### src/rtl/cpu_defs.sv
// rtl/cpu_defs.sv - shared accumulator CPU widths, opcodes and fetch/decode state encoding
package cpu_defs;
    localparam int ADDR_W = 5;
    localparam int OP_W   = 3;
    localparam int INS_W  = OP_W + ADDR_W;

    localparam logic [2:0] OP_LDA = 3'b000;
    localparam logic [2:0] OP_STA = 3'b001;
    localparam logic [2:0] OP_ADD = 3'b010;
    localparam logic [2:0] OP_SUB = 3'b011;
    localparam logic [2:0] OP_JMP = 3'b100;
    localparam logic [2:0] OP_JZ  = 3'b101;
    localparam logic [2:0] OP_NOP = 3'b110;
    localparam logic [2:0] OP_HLT = 3'b111;

    typedef enum logic {
        ST_RUN  = 1'b0,
        ST_HALT = 1'b1
    } state_t;
endpackage

### src/rtl/fetch_decode.sv
// rtl/fetch_decode.sv - instruction fetch/decode stage: IR capture, branch resolve, wrong-path squash, halt
module fetch_decode #(
    parameter int ADDR_W = cpu_defs::ADDR_W,
    parameter int OP_W   = cpu_defs::OP_W,
    parameter int INS_W  = cpu_defs::INS_W
) (
    input  logic              clock,
    input  logic              reset,
    input  logic [ADDR_W-1:0] pc,
    input  logic              rmem,
    output logic [ADDR_W-1:0] mem_addr,
    output logic              mem_rd,
    input  logic [INS_W-1:0]  mem_data,
    input  logic              acc_zero,
    output logic [INS_W-1:0]  ir,
    output logic [ADDR_W-1:0] ir_pc,
    output logic              ir_valid,
    output logic [OP_W-1:0]   opcode,
    output logic [ADDR_W-1:0] operand,
    output logic              load,
    output logic [ADDR_W-1:0] pc_tgt,
    output logic              halted
);
    import cpu_defs::*;

    state_t            state;
    logic              fv_q;
    logic [ADDR_W-1:0] fa_q;
    logic              squash_q;
    logic [ADDR_W-1:0] hlt_tgt_q;
    logic              run;
    logic              hlt_now;
    logic              take;
    logic              cap;

    assign run     = (state == ST_RUN);
    assign opcode  = ir[INS_W-1:ADDR_W];
    assign operand = ir[ADDR_W-1:0];

    assign hlt_now = run & ir_valid & (opcode == OP_HLT);
    assign take    = run & ir_valid & ((opcode == OP_JMP) | ((opcode == OP_JZ) & acc_zero));
    assign halted  = hlt_now | ~run;
    assign load    = take | halted;
    // Halt target is live from ir_pc during the HLT cycle, then held in hlt_tgt_q.
    assign pc_tgt  = !run    ? hlt_tgt_q :
                     hlt_now ? ir_pc + ADDR_W'(1) : operand;

    assign mem_addr = pc;
    assign mem_rd   = rmem & reset & ~halted;
    // The word returning during a take cycle is wrong-path; squash_q drops the following one.
    assign cap      = fv_q & ~squash_q & ~take & ~halted;

    always_ff @(posedge clock or negedge reset) begin
        if (!reset) begin
            state     <= ST_RUN;
            fv_q      <= 1'b0;
            fa_q      <= '0;
            squash_q  <= 1'b0;
            hlt_tgt_q <= '0;
            ir        <= '0;
            ir_pc     <= '0;
            ir_valid  <= 1'b0;
        end else begin
            fv_q     <= mem_rd;
            fa_q     <= pc;
            squash_q <= take;
            ir_valid <= cap;
            if (cap) begin
                ir    <= mem_data;
                ir_pc <= fa_q;
            end
            if (hlt_now) begin
                state     <= ST_HALT;
                hlt_tgt_q <= ir_pc + ADDR_W'(1);
            end
        end
    end
endmodule
### config.mk
export PLATFORM = sky130hd
export DESIGN_NAME = fetch_decode
export DESIGN_NICKNAME = d
export VERILOG_FILES = /design/src/rtl/cpu_defs.sv /design/src/rtl/fetch_decode.sv
export SDC_FILE = /design/constraint.sdc
export NUM_CORES = 1
export LEC_CHECK = 0
export CORE_MARGIN = 10
export CORE_UTILIZATION = 55
export CTS_CLUSTER_DIAMETER = 150
export DETAILED_ROUTE_END_ITERATION = 10
export DONT_BUFFER_PORTS = 1
export PLACE_DENSITY_LB_ADDON = 0.2
export SYNTH_ARGS = -nofsm -noshare
export SYNTH_HDL_FRONTEND = slang
export SYNTH_SLANG_ARGS = --single-unit
### constraint.sdc
create_clock -name clock -period 4.7 [get_ports clock]
set_input_delay 1.175 -clock clock [delete_from_list [all_inputs] [get_ports clock]]
set_output_delay 1.175 -clock clock [all_outputs]
set_load 0.02 [all_outputs]
## Word-level counts from Yosys, hierarchy flattened

Cells that the tools add are included.

| storage, ports and cells | value |
|---|---|
| word-level logic and storage cells | 30 |
| flip-flop bits (word level) | 27 |
| input bits | 17 |
| output and inout bits | 35 |

| operators by class | value |
|---|---|
| muxes and demuxes | 2 |
| bitwise logic cells | 16 |
| add/sub/neg operators | 1 |
| equality and inequality tests | 3 |

Operator list:

| kind | number |
|---|---|
| $mux 5 | 2 |
| $and 1x1->1 | 9 |
| $eq 3x3->1 const B | 3 |
| $add 5x1->5 const B | 1 |
| $not 1->1 | 4 |
| $or 1x1->1 | 3 |

## Logic depth before layout (Yosys ltp)

| depth | value |
|---|---|
| depth after elaboration | 7 |
| depth in mapped cells | 6 |
| mapped depth without buffers | 5 |

## Worst setup path before layout

Ideal clock, no wire load.

| timing | value |
|---|---|
| path kind | in2out |
| start point | input port acc_zero |
| end point | output port load |
| arrival | 1.663 ns |
| setup slack | 1.862 ns |
| stages on the path | 3 |
| cell sequence | nor2_1 > a211oi_1 > or2_2 |

| between the ends | value |
|---|---|
| word-level cells in the longest chain between the ends | 4 |

RTL lines:

| item | RTL line | source |
|---|---|---|
| from (decl) | fetch_decode.sv:14 | `input logic acc_zero,` |
| $and 1x1->1 | fetch_decode.sv:41 | `assign take = run & ir_valid & ((opcode == OP_JMP) \| ((opcode == OP_JZ) & acc_zero));` |
| $or 1x1->1 | fetch_decode.sv:41 |  |
| $and 1x1->1 | fetch_decode.sv:41 |  |
| $or 1x1->1 | fetch_decode.sv:43 | `assign load = take \| halted;` |
| to (decl) | fetch_decode.sv:20 | `output logic load,` |

Every way passes these cells.

## Final worst setup path

| timing | value |
|---|---|
| start point | register ir[5] |
| end point | output port pc_tgt[0] |

| between the ends | value |
|---|---|
| word-level cells in the longest chain between the ends | 4 |

RTL lines:

| item | RTL line | source |
|---|---|---|
| from (decl) | fetch_decode.sv:15 | `output logic [INS_W-1:0] ir,` |
| from (signal assigned) | fetch_decode.sv:69 | `ir <= mem_data;` |
| $eq 3x3->1 | fetch_decode.sv:40 | `assign hlt_now = run & ir_valid & (opcode == OP_HLT);` |
| $and 1x1->1 | fetch_decode.sv:40 |  |
| $mux 5 | fetch_decode.sv:46 | `hlt_now ? ir_pc + ADDR_W'(1) : operand;` |
| $mux 5 | fetch_decode.sv:45 | `assign pc_tgt = !run ? hlt_tgt_q :` |
| to (decl) | fetch_decode.sv:21 | `output logic [ADDR_W-1:0] pc_tgt,` |

Every way passes these cells.

==> impl_metrics.env <==
export IMPL_io_buffer_count=0
export IMPL_io_pins=52
export IMPL_worstSkewPairLatency_ps=330
export IMPL_p_clk_frac=0.112
export IMPL_synth_cell_types=23
export IMPL_final_cell_mix="27 x dfrtp_1, 9 x nand2_1, 9 x mux2_4"
export IMPL_cts_reportedPaths_clkPinSlew_ps=140
export IMPL_cts_resized=0
export IMPL_cts_sinks=27
export IMPL_power_frac_seq=0.596
export IMPL_finalWorstSetupSlack_ps=1300
export IMPL_rows=17
export IMPL_hold_violations=0
export IMPL_arrival_ps=2220
export IMPL_final_common_cell="dfrtp_1"
export IMPL_min_path_type="reg -> reg"
export IMPL_finalCriticalPeriod_ps=3400
export IMPL_antenna_found_initial=0
export IMPL_synth_net_count=120
export IMPL_dp_hpwl_mm=1.61
export IMPL_synth_compound_area_frac=0.0480
export IMPL_netlist_instances=102
export IMPL_p_int_w=0.000480
export IMPL_yosys_warnings=0
export IMPL_clock_path_buffers=2
export IMPL_via_count=662
export IMPL_gp_congestion=0.688
export IMPL_worst_path_max_fanout=10
export IMPL_die_w_microns=68.2
export IMPL_dpl_worst_slack_ps=1640
export IMPL_hold_buffers=0
export IMPL_drive_gt1_frac=0.258
export IMPL_ir_drop_v=0.000361
export IMPL_die_area_sq_mm=0.00465
export IMPL_fillCellCount=192
export IMPL_start_kind="flip-flop"
export IMPL_n_antenna_cell=0
export IMPL_start_util=0.577
export IMPL_track_usage=0.102
export IMPL_gr_max_usage_layer="met2"
export IMPL_swShare=0.475
export IMPL_drt_wl_total_mm=2.17
export IMPL_ys_ff_latch=27
export IMPL_grt_pass1_vias=696
export IMPL_synthMuxAreaShare=0.191
export IMPL_leakagePower_nw=0.583
export IMPL_multi_input_area_sq_um=457
export IMPL_power_switching_w=0.000435
export IMPL_wire_per_inst_microns=18.6
export IMPL_netlist_area_sq_mm=0.00128
export IMPL_drt_iter0_markers=28
export IMPL_die_h_microns=68.2
export IMPL_seq_area_frac_synth=0.529
export IMPL_crit_path_end_kind="primary output"
export IMPL_gr_total_overflow=0
export IMPL_required_ps=3520
export IMPL_dr_pass1_iters=2
export IMPL_post_cts_buffers=0
export IMPL_pwr_share_comb=0.291
export IMPL_use_met3=0.0653
export IMPL_use_met2=0.159
export IMPL_core_sq_mm=0.00221
export IMPL_grt_use_met1=0.111
export IMPL_rsz0062_at_grt="false"
export IMPL_htree_num_levels=1
export IMPL_power_density_mw_per_mm2=759
export IMPL_layout_nets=108
export IMPL_setup_tns_ps=0
export IMPL_ant_nets=0
export IMPL_grt_max_degree=29
export IMPL_yosys_area_share_simple=0.0882
export IMPL_numCtsBuffers=3
export IMPL_min_period_over_period=0.723
export IMPL_outcome="finished clean"
export IMPL_syn_avg_cell_area_sq_um=12.5
export IMPL_area_sequential_sq_um=676
export IMPL_finalClockSkew_ps=3.50
export IMPL_fmax_mhz=294
export IMPL_cts_tree="done"
export IMPL_finalSetupViolCount=0
export IMPL_maxSlewHeadroom=0.478
export IMPL_fin_total_pwr_w=0.000915
export IMPL_synth_xor_area_frac=0.0206
export IMPL_synthToLayoutAreaGrowth_pct=-5.59
export IMPL_drv_slew=0
export IMPL_via_per_inst=5.66
export IMPL_synth_fa_ha_area_frac=0.00980
export IMPL_synth_top_family_by_area="multiplexers"
export IMPL_drv_cap=0
export IMPL_clock_root_buffer="clkbuf_4"
export IMPL_drcViolationCount=0
export IMPL_worstMarginPinSlew_ps=783
export IMPL_path_class="reg -> out"
export IMPL_grt_pass1_wl_mm=3.57
[sequential cells by signal, indices dropped and copies added, names as in the netlist]
register	count
fa_q	5
squash_q	1
ir	8
ir_valid	1
ir_pc	5
state	1
hlt_tgt_q	5
fv_q	1
[power groups by stage]
stage | clock, W | combinational [W] | sequential (W)
after floorplan | 0 | 0.000364 | 0.000465
after global placement | 0 | 0.000268 | 0.000554
after detailed placement | 0 | 0.000272 | 0.000558
after CTS | 0.000109 | 0.000273 | 0.000551
after global routing | 0.000114 | 0.000299 | 0.000574
final | 0.000103 | 0.000267 | 0.000546
[metal layers]
layer | share of wire | up-vias
li1 | - | 305
met1 | 0.41 | 323
met2 | 0.46 | 30
met3 | 0.12 | 4
met4 | 0.0087 | 0
met5 | 0 | -
[path summary, 6_finish.rpt]
kind                            depth (start not counted)              endpoint         startpoint  slack [ps]
worst max-delay path                                    4             pc_tgt[0]  ir[5]$_DFFE_PN0P_        1300
worst min-delay path                                    1  ir_pc[0]$_DFFE_PN0P_  fa_q[0]$_DFF_PN0_         490
worst max register to register                          4  ir_pc[3]$_DFFE_PN0P_  ir[6]$_DFFE_PN0P_        2350
worst min register to register                          1  ir_pc[0]$_DFFE_PN0P_  fa_q[0]$_DFF_PN0_         490
max in group asynchronous                               0  ir_pc[3]$_DFFE_PN0P_              reset        4110
min in group asynchronous                               0     ir[0]$_DFFE_PN0P_              reset         510
[worst max-delay path: stages (launching register included)]
cell     delay, ps
dfrtp_1        700
nand4_2        390
nor2_1         190
a21oi_1         50
o21ai_0        560
[area by class of cell]
cell class / count / share of cell area
flip-flops and latches: 27 / 0.561
inverters: 2 / 0.00623
multi-input cells: 56 / 0.379
well taps: 28 / 0.0291
clock buffers: 3 / 0.0187
clock inverters: 1 / 0.00623
[cells by family after synthesis]
| logic type | count (synthesis) |
|---|---|
| AO/OA/AOI/OAI | 11 |
| XOR/XNOR | 3 |
| adder cells (fa/ha/maj) | 1 |
| buffers and inverters | 19 |
| flip-flops | 27 |
| multiplexers | 19 |
| AND/OR/NAND/NOR | 22 |
[cell usage after synthesis, drive strengths merged]
master,count,share of area
a2111oi,1,0.0069
a211oi,1,0.0059
a21oi,2,0.0078
buf,15,0.10
clkbuf,2,0.0059
dfrtp,27,0.53
ha,1,0.0098
inv,2,0.0059
mux2,16,0.17
mux2i,3,0.024
nand2,9,0.026
nand2b,2,0.0098
nand3,2,0.0078
nand4,1,0.0098
nor2,4,0.012
nor2b,1,0.0049
o21ai,7,0.027
or2,2,0.0098
or4b,1,0.0078
xnor2,3,0.021
[metrics by stage]
step / area (sq um) / std cells / hold WS [ps] / utilization
final: 1200 / 117 / 494 / 0.545
after floorplan: 1280 / 102 / 450 / -
after global placement: 1170 / 113 / 458 / 0.531
after global routing: 1200 / 117 / 480 / 0.545
after detailed placement: 1170 / 113 / 465 / 0.531
after CTS: 1200 / 117 / 486 / 0.545
No activity file was read; power rests on OpenSTA's default activity.
